### src/rtl/jam_pkg.sv
// jam_pkg: types and helpers shared by the job-assignment solver.
//   state_t : controller states
//   fact()  : constant factorial, usable in parameter expressions
//   MAX_N   : largest supported problem size
//   perm_t  : MAX_N-entry permutation, one job index per worker
package jam_pkg;

   localparam int MAX_N     = 8;
   localparam int MAX_IDX_W = 3;

   typedef enum logic [2:0] {
      IDLE,
      LOAD,
      SUM,
      STEP,
      DONE
   } state_t;

   typedef logic [MAX_IDX_W-1:0] idx_t;
   typedef idx_t [MAX_N-1:0]     perm_t;

   function automatic int fact(input int n);
      int r;
      r = 1;
      for (int i = 2; i <= n; i++) begin
         r = r * i;
      end
      return r;
   endfunction

endpackage

### src/rtl/jam_next_perm.sv
// jam_next_perm: combinational lexicographic successor of a permutation.
//   perm_i     : current permutation, perm_i[i] = job of worker i
//   next_o     : next permutation in lexicographic order (perm_i[0] most significant)
//   has_next_o : low when perm_i is fully descending (last permutation)
module jam_next_perm
   import jam_pkg::*;
#(
   parameter  int N     = 8,
   localparam int IDX_W = (N > 1) ? $clog2(N) : 1
) (
   input  logic [N-1:0][IDX_W-1:0] perm_i,
   output logic [N-1:0][IDX_W-1:0] next_o,
   output logic                    has_next_o
);

   logic [IDX_W-1:0]          pivot;
   logic [IDX_W-1:0]          succ;
   logic [IDX_W-1:0]          rev_idx;
   logic [N-1:0][IDX_W-1:0]   swapped;

   always_comb begin
      pivot      = '0;
      has_next_o = 1'b0;
      // Ascending scan: the last hit is the largest pivot index.
      for (int i = 0; i < N-1; i++) begin
         if (perm_i[i] < perm_i[i+1]) begin
            pivot      = IDX_W'(i);
            has_next_o = 1'b1;
         end
      end

      // Rightmost element after the pivot that is larger than it.
      succ = pivot;
      for (int j = 0; j < N; j++) begin
         if ((IDX_W'(j) > pivot) && (perm_i[j] > perm_i[pivot])) begin
            succ = IDX_W'(j);
         end
      end

      swapped        = perm_i;
      swapped[pivot] = perm_i[succ];
      swapped[succ]  = perm_i[pivot];

      // Reverse the suffix pivot+1..N-1: position j takes N+pivot-j.
      // Arithmetic wraps in IDX_W bits but the true result is always < N.
      next_o  = swapped;
      rev_idx = '0;
      for (int j = 0; j < N; j++) begin
         if (IDX_W'(j) > pivot) begin
            rev_idx   = IDX_W'(N - j) + pivot;
            next_o[j] = swapped[rev_idx];
         end
      end
   end

endmodule

### src/rtl/jam_param.sv
// jam_param: exhaustive N x N job-assignment solver.
//   CLK, RST   : clock, asynchronous active-high reset
//   start      : begin a run (accepted in IDLE or DONE only)
//   busy       : run in progress
//   W, J       : cost ROM row/column address
//   Cost       : ROM data for the address presented on the previous cycle
//   MinCost    : minimum total cost
//   MatchCount : number of permutations reaching MinCost
//   BestAssign : {perm[N-1],...,perm[0]} of the first optimal permutation
//   Valid      : results valid (level)
module jam_param
   import jam_pkg::*;
#(
   parameter  int N      = 8,
   parameter  int COST_W = 7,
   parameter  int CNT_W  = 16,
   localparam int IDX_W  = (N > 1) ? $clog2(N) : 1,
   localparam int SUM_W  = COST_W + $clog2(N)
) (
   input  logic                 CLK,
   input  logic                 RST,
   input  logic                 start,
   output logic                 busy,
   output logic [IDX_W-1:0]     W,
   output logic [IDX_W-1:0]     J,
   input  logic [COST_W-1:0]    Cost,
   output logic [SUM_W-1:0]     MinCost,
   output logic [CNT_W-1:0]     MatchCount,
   output logic [N*IDX_W-1:0]   BestAssign,
   output logic                 Valid
);

   localparam int               LC_W     = $clog2(N*N + 1);
   localparam logic [IDX_W-1:0] LAST_IDX = IDX_W'(N - 1);

   typedef logic [N-1:0][IDX_W-1:0] perm_vec_t;

   function automatic perm_vec_t identity_perm();
      perm_vec_t p;
      for (int i = 0; i < N; i++) begin
         p[i] = IDX_W'(i);
      end
      return p;
   endfunction

   state_t              state_q, state_d;
   logic [IDX_W-1:0]    w_q, w_d, j_q, j_d;
   logic [IDX_W-1:0]    wp_q, wp_d, jp_q, jp_d;   // address issued last cycle
   logic [LC_W-1:0]     lc_q, lc_d;               // LOAD cycle index
   logic [IDX_W-1:0]    k_q, k_d;                 // SUM row index
   logic [SUM_W-1:0]    acc_q, acc_d;
   logic [SUM_W-1:0]    min_q, min_d;
   logic [CNT_W-1:0]    cnt_q, cnt_d;
   perm_vec_t           best_q, best_d;
   perm_vec_t           perm_q, perm_d;
   logic [COST_W-1:0]   cost_q [N][N];
   logic [COST_W-1:0]   cost_d [N][N];

   perm_vec_t           next_perm;
   logic                has_next;

   jam_next_perm #(
      .N (N)
   ) u_next_perm (
      .perm_i     (perm_q),
      .next_o     (next_perm),
      .has_next_o (has_next)
   );

   always_comb begin
      state_d = state_q;
      w_d     = w_q;
      j_d     = j_q;
      wp_d    = w_q;
      jp_d    = j_q;
      lc_d    = lc_q;
      k_d     = k_q;
      acc_d   = acc_q;
      min_d   = min_q;
      cnt_d   = cnt_q;
      best_d  = best_q;
      perm_d  = perm_q;
      cost_d  = cost_q;

      case (state_q)
         IDLE, DONE: begin
            if (start) begin
               state_d = LOAD;
               w_d     = '0;
               j_d     = '0;
               lc_d    = '0;
               min_d   = '1;
               cnt_d   = '0;
               best_d  = identity_perm();
               perm_d  = identity_perm();
            end
         end

         LOAD: begin
            lc_d = lc_q + 1'b1;
            // Cycle 0 has nothing to capture yet; later cycles take the
            // data for the address issued one cycle earlier.
            if (lc_q != '0) begin
               cost_d[wp_q][jp_q] = Cost;
            end
            // Row-major walk, holding at the last address.
            if (j_q == LAST_IDX) begin
               if (w_q != LAST_IDX) begin
                  w_d = w_q + 1'b1;
                  j_d = '0;
               end
            end else begin
               j_d = j_q + 1'b1;
            end
            if (lc_q == LC_W'(N*N)) begin
               state_d = SUM;
               k_d     = '0;
            end
         end

         SUM: begin
            acc_d = ((k_q == '0) ? '0 : acc_q) + SUM_W'(cost_q[k_q][perm_q[k_q]]);
            if (k_q == LAST_IDX) begin
               state_d = STEP;
            end else begin
               k_d = k_q + 1'b1;
            end
         end

         STEP: begin
            if (acc_q < min_q) begin
               min_d  = acc_q;
               cnt_d  = CNT_W'(1);
               best_d = perm_q;
            end else if (acc_q == min_q) begin
               cnt_d = cnt_q + 1'b1;
            end
            k_d = '0;
            if (has_next) begin
               perm_d  = next_perm;
               state_d = SUM;
            end else begin
               state_d = DONE;
            end
         end

         default: state_d = IDLE;
      endcase
   end

   always_ff @(posedge CLK or posedge RST) begin
      if (RST) begin
         state_q <= IDLE;
         w_q     <= '0;
         j_q     <= '0;
         wp_q    <= '0;
         jp_q    <= '0;
         lc_q    <= '0;
         k_q     <= '0;
         acc_q   <= '0;
         min_q   <= '1;
         cnt_q   <= '0;
         best_q  <= identity_perm();
         perm_q  <= identity_perm();
         for (int r = 0; r < N; r++) begin
            for (int c = 0; c < N; c++) begin
               cost_q[r][c] <= '0;
            end
         end
      end else begin
         state_q <= state_d;
         w_q     <= w_d;
         j_q     <= j_d;
         wp_q    <= wp_d;
         jp_q    <= jp_d;
         lc_q    <= lc_d;
         k_q     <= k_d;
         acc_q   <= acc_d;
         min_q   <= min_d;
         cnt_q   <= cnt_d;
         best_q  <= best_d;
         perm_q  <= perm_d;
         cost_q  <= cost_d;
      end
   end

   assign busy       = (state_q == LOAD) || (state_q == SUM) || (state_q == STEP);
   assign Valid      = (state_q == DONE);
   assign W          = w_q;
   assign J          = j_q;
   assign MinCost    = min_q;
   assign MatchCount = cnt_q;
   assign BestAssign = best_q;

endmodule

### config.mk
export PLATFORM = sky130hd
export DESIGN_NAME = jam_param
export DESIGN_NICKNAME = d
export VERILOG_FILES = /design/src/rtl/jam_pkg.sv /design/src/rtl/jam_next_perm.sv /design/src/rtl/jam_param.sv
export SDC_FILE = /design/constraint.sdc
export NUM_CORES = 1
export LEC_CHECK = 0
export BUFFER_PORTS_ARGS = -buffer_cell sky130_fd_sc_hd__buf_2
export CAP_MARGIN = 25
export CORE_MARGIN = 5
export CORE_UTILIZATION = 64
export CTS_CLUSTER_SIZE = 8
export DETAILED_ROUTE_END_ITERATION = 10
export GPL_TIMING_DRIVEN = 0
export PLACE_DENSITY_LB_ADDON = 0.05
export SLEW_MARGIN = 30
export SYNTH_ARGS = -nofsm -noshare
export SYNTH_HDL_FRONTEND = slang
export SYNTH_HIERARCHICAL = 1
export SYNTH_SLANG_ARGS = --single-unit
### constraint.sdc
create_clock -name CLK -period 24.9 [get_ports CLK]
set_clock_uncertainty 0.15 [all_clocks]
set_input_delay 4.98 -clock CLK [delete_from_list [all_inputs] [get_ports CLK]]
set_output_delay 4.98 -clock CLK [all_outputs]
set_load 0.05 [all_outputs]
; ---- After elaboration in Yosys (flattened, before gate mapping)
; Index checks and enable logic that the tools add are counted.
; W data, S select, Z words.
[word_totals]
ff_bits = 557
elab_cells = 296
in_bits = 10
out_inout_bits = 58
[classes]
bitwise = 4
muxes = 98
add_sub_neg = 13
reduce_logical = 30
magnitude_cmp = 42
eq_ne = 19
[ops]
columns = op, count
row1 = $bwmux W448, 1
row2 = $bmux W56 S3, 1
row3 = $demux W56 S3, 1
row4 = $mux W56, 3
row5 = $mux W3, 43
row6 = $bmux W3 S3, 11
row7 = $pmux W24 S2, 2
row8 = $mux W24, 3
row9 = $bwmux W24, 2
row10 = $mux W16, 3
row11 = $lt A3 B4 Y1 const B, 10
row12 = $pmux W16 S2, 1
row13 = $mux W10, 3
row14 = $mux W7, 4
row15 = $gt A3 B3 Y1, 8
row16 = $bmux W7 S3, 1
row17 = $demux W7 S3, 1
row18 = $lt A3 B3 Y1, 7
row19 = $pmux W10 S2, 1
row20 = $demux W3 S3, 2
row21 = $reduce_and A3 Y1, 6
row22 = $add A16 B1 Y16 const B, 1
row23 = $ge A4 B4 Y1 const B, 4
row24 = $ne A2 B2 Y1 const B, 8
row25 = other kinds (34), 79

; ---- Longest topological paths before layout
; Gate-level depths: netlist (run 1).
[logic_depth]
depth_word = 29
mapped_depth = 31
mapped_depth_nobuf = 27

; ---- Hierarchy
; The synthesis (run 1) kept the hierarchy.
[by_module_without_submodules]
columns = mod, area_per_inst_um2, cells_each, instances
row1 = jam_param, 26237.7, 1929, 1
row2 = jam_next_perm, 4430.5, 620, 1

; ---- Worst setup path after synthesis (run 1)
; Ideal clock, no wire load.
[synth_timing]
path_type = flip-flop to flip-flop
from = reg perm_q[10] (netlist name)
to = reg perm_q[21] (netlist name)
required_ns = 24.683
arrival_time_ns = 6.165
path_buffers = 4
slack_ns = 18.517
path_stages_with_launch = 27
setup_ns = 0.067
cell_sequence = dfstp_2 clkbuf_1 inv_1 ha_1 nand2_1 o21a_1 o211a_1 nor2_1 clkbuf_1 mux2_2 mux2_2 clkbuf_1 ha_1 nand2_1 a221o_1 o221a_1 or2_4 o41ai_4 a31oi_1 nand4_2 buf_6 o21ai_1 mux4_2 or3_1 o311ai_1 nor3_1 nor2_1
[synth_lines]
columns = item, line
row1 = start: declaration, jam_param.sv:55  ; perm_vec_t perm_q, perm_d;
row2 = start signal: assignment, jam_param.sv:164  ; perm_q <= identity_perm();
row3 = start signal: assignment, jam_param.sv:182  ; perm_q <= perm_d;

==> impl_metrics.toml, run 1 <==
[power]
power.density_nw_per_um2 = 133
internal-power_mw = 2.56
comb_power_share = 0.501
p_switching_mw = 1.99
seq_power_share = 0.285
leakagePower_nw = 15.5
max-vdd-ir-drop_mv = 0.0923
swShare = 0.437
p_clk_frac = 0.214

[clock_network]
clock_sinks = 557
htree_levels = 3
clkTransAtPathRegs_ns = 0.05
clkLatencyLatePin_ns = 0.63
cts_max_path_buffers = 3
postCtsHoldBufs = 0
root_buffer = "clkbuf_16"
numCtsBuffers = 79
cts_tree = "done"
post_cts_buffers = 0
post_cts_resized = 0

[routing]
drtPass1Iterations = 5
drc = 0
vias = 23800
antenna_left = 0
drt_iter0_markers = 2749
wl_mm = 104
routedWlPerCell_um = 31.2
vias_per_cell = 7.15

[die]
rows = 80
floorplan.initialDensity = 0.645
core_area_um2 = 47500
io_pins = 68
chipHeight_um = 229
die_x_um = 229
die_area_um2 = 52400

[critical_path]
rrSetupSlack_ns = 15.86
arrival_ns = 9.41
cp-end-kind = "register"
r2r_end = "perm_q[20]$_DFFE_PP1P_"
crit_required_ns = 25.27
start_kind = "register"
crit_fanout = 12
timing.rr.start = "perm_q[10]$_DFFE_PP1P_"
worstSetupPathType = "reg2reg"
reg2reg_depth = 27

[timing]
finalHoldViolCount = 0
max_slew_margin = 0.236
tightest_slew_ns = 1.15
setup_viol = 0
rsz0062_at_grt = "no"
achievable-frequency_mhz = 111
fin_crit_sh = 0.363
fin_hold_ws_ns = 0.313
fin_crit_ns = 9.04
slew_violations = 0

[finish]
multi_input_area_um2 = 15700
area_delta_synth_final_pct = 11.3
fin_area_um2 = 34100
nets = 2772
drive_above_1_share = 0.353
fillerInstances = 3204
instances_no_fill = 3335
seqCellArea_um2 = 14000

[place]
dp_hpwl_mm = 72.3
place_area_um2 = 31900
gp_congestion = 1.01
io_buffers = 60
dp_cells = 3230

[logic_synthesis]
avgSynthCellArea_um2 = 12.0
async_flop_share = 1.00
synth_fp_nets = 2625
yosysTopAreaCell = "dfrtp_1"
synthCells = 2549
synth_cell_type_count = 122
synthFlopType = "dfrtp_1"
synth-edff-count = 0
seq_area_frac_synth = 0.456
netlist.area_leader.share = 0.427
netlist_area_um2 = 30700
synth-seq-cells = 557
yosysWarningCount = 6
synth_area_leaders = "dfrtp_1 43%, mux2_2 17%, mux4_2 9.3%"

[run_status]
outcome = "complete, no violations"

[grt]
grt_start_max_net_pins = 100
antenna_found_initial = 4
grt_first_pass_wirelength_mm = 154
track_usage = 0.392
grt_pass1_vias = 23900
grt-ovfl-total = 0

[run]
cap_viol_max_count = 0

[min_path]
hold_class = "reg2reg"
hold_end = "BestAssign[11]$_DFFE_PP0P_"
hold_depth = 2
min_from = "BestAssign[11]$_DFFE_PP0P_"
-- cells by family (layout without fill, tap and decap cells) --
family | after synthesis | count (layout) | synth area share
and+or+nand+nor | 651 | 651 | 0.107
muxes | 642 | 642 | 0.281
DFF | 557 | 557 | 0.456
AOI/OAI and AO/OA | 382 | 382 | 0.0916
buffers and inverters | 235 | 403 | 0.0325
adders and majority gates | 66 | 66 | 0.0272
xor gates and xnor gates | 16 | 16 | 0.00457
other | 0 | 3 | 0
-- registers in the layout (all words and copies together) (netlist names) --
register,flops
wp_q,3
MatchCount,16
acc_q,10
perm_q,24
k_q,3
cost_q,448
J,3
MinCost,10
jp_q,3
W,3
lc_q,7
BestAssign,24
state_q,3
-- layer usage --
layer,vias up,wire length [um],GRT usage,share of wire
met3,405,10100,0.101,0.097
met4,4,7040,0.217,0.068
met5,-,24,0,0.00023
met2,1458,47900,0.610,0.46
li1,9720,-,-,-
met1,12300,38900,0.509,0.37
-- metrics by stage --
| stage | power [mW] | TNS (ns) | util | setup WS [ns] |
|---|---|---|---|---|
| floorplan | 2.79 | 0 | - | 4.25 |
| global placement | 3.44 | -197.26 | 0.668 | -0.454 |
| detailed placement | 3.49 | 0 | 0.672 | 16.14 |
| CTS | 4.47 | 0 | 0.718 | 16.08 |
| global route | 4.72 | 0 | 0.718 | 15.50 |
| finish | 4.55 | 0 | 0.718 | 15.86 |
-- Yosys cell counts (all sizes together) (6+ instances only) --
library cell / count
nand4: 18
ha: 65
nand3: 74
and2: 23
o21a: 8
a31oi: 27
nor2b: 10
clkbuf: 107
a22oi: 6
buf: 58
nor2: 193
and3: 9
xor2: 9
nor3: 50
a21o: 7
nand2: 210
o41ai: 6
dfstp: 34
o21ai: 91
a311o: 15
a21oi: 73
o311ai: 6
or3: 14
nand3b: 8
mux4: 127
o31ai: 8
a211oi: 33
or2: 6
o22ai: 11
xnor2: 7
mux2i: 56
dfrtp: 523
inv: 66
a311oi: 6
nor4: 10
mux2: 459
nand2b: 8
o211ai: 26
-- cells in the final DEF, fill, tap and decap left out, drive strengths merged, types with 8 or more instances in the layout --
| cell | n |
|---|---|
| a31oi | 27 |
| mux2i | 56 |
| nand3b | 8 |
| a211oi | 33 |
| o211ai | 26 |
| a21oi | 73 |
| o31ai | 8 |
| nand2 | 210 |
| dfrtp | 523 |
| nand3 | 74 |
| or3 | 14 |
| nor2b | 10 |
| nand2b | 8 |
| o21ai | 91 |
| mux2 | 459 |
| and3 | 9 |
| clkbuf | 203 |
| mux4 | 127 |
| xor2 | 9 |
| a311o | 15 |
| ha | 65 |
| dfstp | 34 |
| o22ai | 11 |
| nor3 | 50 |
| nand4 | 18 |
| nor4 | 10 |
| nor2 | 193 |
| o21a | 8 |
| inv | 68 |
| clkinv | 9 |
| buf | 123 |
| and2 | 23 |
-- critical path, cell delays in order, from the launching register on --
cell	delay, ns
dfstp_2	0.60
clkbuf_1	0.45
inv_1	0.17
ha_1	0.22
a21oi_1	0.26
o21a_1	0.31
nand2b_4	0.22
a31o_2	0.18
clkbuf_1	0.34
clkbuf_1	0.54
o211ai_1	0.15
nand3_1	0.11
o21a_1	0.39
inv_1	0.45
ha_1	0.45
a22oi_1	0.09
o22ai_1	0.13
a21oi_1	0.07
o21ai_0	0.70
o41ai_4	0.36
a31oi_1	0.33
o2111ai_2	0.40
o311ai_1	0.86
a32oi_1	0.20
a211oi_1	0.32
o32ai_1	0.19
nor3_1	0.22
nor2_1	0.06
-- worst max path at each step --
stage                           start                         to
2_1_floorplan                     RST  BestAssign[0]$_DFFE_PP0P_
3_3_place_gp                      RST    cost_q[332]$_DFFE_PP0P_
3_5_place_dp   perm_q[10]$_DFFE_PP1P_     perm_q[20]$_DFFE_PP1P_
4_1_cts        perm_q[10]$_DFFE_PP1P_     perm_q[20]$_DFFE_PP1P_
5_1_grt        perm_q[10]$_DFFE_PP1P_     perm_q[20]$_DFFE_PP1P_
6_report       perm_q[10]$_DFFE_PP1P_     perm_q[20]$_DFFE_PP1P_
-- cell type report --
| cell class | count | share of cell area |
|---|---|---|
| diodes | 3 | 0.000220 |
| repair buffers | 66 | 0.0136 |
| inverters | 70 | 0.00792 |
| plain buffers | 165 | 0.0219 |
| flip-flops and latches | 557 | 0.409 |
| clock buffers | 95 | 0.0603 |
| clock inverters | 7 | 0.00410 |
| multi-input cells | 1757 | 0.460 |
| well taps | 615 | 0.0225 |
-- power groups by stage --
stage                     clock network [mW]  logic [mW]  registers [mW]
after CTS                              0.976        2.21            1.29
after detailed placement                   0        2.19            1.30
after global routing                    1.02        2.38            1.31
after floorplan                            0        1.50            1.29
final                                  0.976        2.28            1.30
after global placement                     0        2.16            1.28
Power figures use the tool's default switching activity.
==> run 2, diff against run 1 <==
--- a/config.mk
+++ b/config.mk
@@ -8,7 +8,7 @@
 export BUFFER_PORTS_ARGS = -buffer_cell sky130_fd_sc_hd__buf_2
 export CAP_MARGIN = 25
 export CORE_MARGIN = 5
-export CORE_UTILIZATION = 64
+export CORE_UTILIZATION = 57
 export CTS_CLUSTER_SIZE = 8
 export DETAILED_ROUTE_END_ITERATION = 10
 export GPL_TIMING_DRIVEN = 0
==> constraint.sdc (replaced) <==
create_clock -name CLK -period 7.6 [get_ports CLK]
set_clock_uncertainty 0.15 [all_clocks]
set_input_delay 1.52 -clock CLK [delete_from_list [all_inputs] [get_ports CLK]]
set_output_delay 1.52 -clock CLK [all_outputs]
set_load 0.05 [all_outputs]
==> run 2 against run 1 <==
  * Final area is 2.1% higher
  * Combinational power grew to 3.4 times the previous value
  * Non-clock buffer count is 29 higher
  * Critical path type unchanged
==> impl_metrics.toml, run 2 (same netlist as run 1, synthesis figures left out) <==
[die]
die_area_um2 = 58500
chipHeight_um = 242
rows = 85
core_area_um2 = 53600
io_pins = 68
die_x_um = 242
floorplan.initialDensity = 0.572

[timing]
finalHoldViolCount = 0
fin_crit_sh = 0.985
tns_ns = 0
slew_violations = 0
setup_viol = 0
achievable-frequency_mhz = 134
fin_crit_ns = 7.49
tightest_slew_ns = 1.09
max_slew_margin = 0.276

[run]
cap_viol_max_count = 0

[finish]
area_delta_synth_final_pct = 13.7
largest_reg_flops = 448
largest_register = "cost_q"
final_cell_mix = "522 x dfrtp_1, 451 x mux2_2, 200 x nand2_1, 131 x nor2_1, 127 x mux4_2"
instances_no_fill = 3443
fin_util = 0.651
seqCellArea_um2 = 14000
multi_input_area_um2 = 15900
drive_above_1_share = 0.377
nets = 2801
final_common_cell = "dfrtp_1"
fillerInstances = 4072
fin_area_um2 = 34900

[routing]
antenna_left = 0
vias = 23200
drt_iter0_markers = 2151
drtPass1Iterations = 6
wl_mm = 103
drc = 0
vias_per_cell = 6.73
routedWlPerCell_um = 29.8

[grt]
grt_first_pass_wirelength_mm = 153
track_usage = 0.347
grt_start_max_net_pins = 33
grt_pass1_vias = 23400
grt-ovfl-total = 0
antenna_found_initial = 4

[place]
io_buffers = 60
gp_congestion = 1.03
dp_hpwl_mm = 72.8
place_area_um2 = 32300
dp_cells = 3326

[clock_network]
clock_sinks = 557
numCtsBuffers = 79
postCtsHoldBufs = 0
cts_tree = "done"
clkTransAtPathRegs_ns = 0.05
clkLatencyLatePin_ns = 0.64
cts_max_path_buffers = 3
htree_levels = 3
root_buffer = "clkbuf_16"

[critical_path]
arrival_ns = 7.88
cp-end-kind = "register"
crit_required_ns = 7.99
start_kind = "register"
worstSetupPathType = "reg2reg"
crit_fanout = 17

[run_status]
outcome = "complete, no violations"

[power]
max-vdd-ir-drop_mv = 0.249
fin_total_pwr_mw = 15.2
leakagePower_nw = 15.7
power.density_nw_per_um2 = 435

[min_path]
hold_class = "reg2reg"
## run 2: per-stage QoR
step	hold slack [ns]	worst slack [ns]
2_1_floorplan	0.321	-1.62
3_3_place_gp	0.296	-4.41
3_5_place_dp	0.306	-1.03
4_1_cts	0.317	0.0521
5_1_grt	0.348	-0.0313
6_report	0.312	0.113
## run 2: path summary, 6_finish.rpt
| path | startpoint | to | slack (ns) | cells past startpoint |
|---|---|---|---|---|
| min in group asynchronous | RST | MatchCount[3]$_DFFE_PP0P_ | 0.79 | 2 |
| hold reg to reg | BestAssign[13]$_DFFE_PP0P_ | BestAssign[13]$_DFFE_PP0P_ | 0.31 | 2 |
| setup reg to reg | perm_q[11]$_DFFE_PP0P_ | perm_q[2]$_DFFE_PP0P_ | 0.11 | 27 |
| hold / removal | BestAssign[13]$_DFFE_PP0P_ | BestAssign[13]$_DFFE_PP0P_ | 0.31 | 2 |
| setup / recovery | perm_q[11]$_DFFE_PP0P_ | perm_q[2]$_DFFE_PP0P_ | 0.11 | 27 |
| max in group asynchronous | RST | cost_q[45]$_DFFE_PP0P_ | 4.56 | 10 |
## run 2: power breakdown
part           internal [mW]  switching (mW)
registers               3.74           0.497
clock network           1.89            1.31
logic                   2.97            4.77
## run 2: final cells by class
| cell class | instances | area share |
|---|---|---|
| diodes | 2 | 0.000144 |
| clock inverters | 6 | 0.00388 |
| well taps | 696 | 0.0250 |
| flip-flops and latches | 557 | 0.401 |
| clock buffers | 95 | 0.0587 |
| multi-input cells | 1757 | 0.456 |
| repair buffers | 95 | 0.0252 |
| inverters | 70 | 0.00789 |
| plain buffers | 165 | 0.0224 |
## run 2: what timing repair did
action | 4_1_cts | 5_1_grt
setup endpoints to repair | 24 | 24
gates resized for setup | 21 | 43
buffers inserted | 10 | 4
pin swaps | 2 | 1
## run 2: per-layer routing
metal,vias to the layer above,wire length [um],part of all wire,GRT usage
met5,-,46,0.00045,0
met4,6,6140,0.060,0.171
met3,320,7640,0.075,0.0684
met2,1068,47300,0.46,0.545
met1,12000,41400,0.40,0.468
li1,9778,-,-,-
## run 2: worst max-delay path, cell delays in order (launching register included)
cell,delay (ns)
dfrtp_1,0.60
inv_1,0.29
ha_1,0.36
a21oi_1,0.23
o21a_2,0.26
nand2b_4,0.19
a31o_2,0.21
clkinvlp_4,0.24
mux2i_2,0.31
mux2i_4,0.14
mux2_2,0.32
clkbuf_4,0.29
ha_1,0.38
nand2_1,0.06
a221o_1,0.29
o221a_1,0.29
or2_4,0.28
o41ai_4,0.31
buf_4,0.21
buf_4,0.18
a31oi_1,0.16
o2111ai_4,0.24
nor3_1,0.14
o41ai_1,0.50
o21ai_0,0.17
a211oi_1,0.37
nand3_1,0.13
nand2_1,0.10
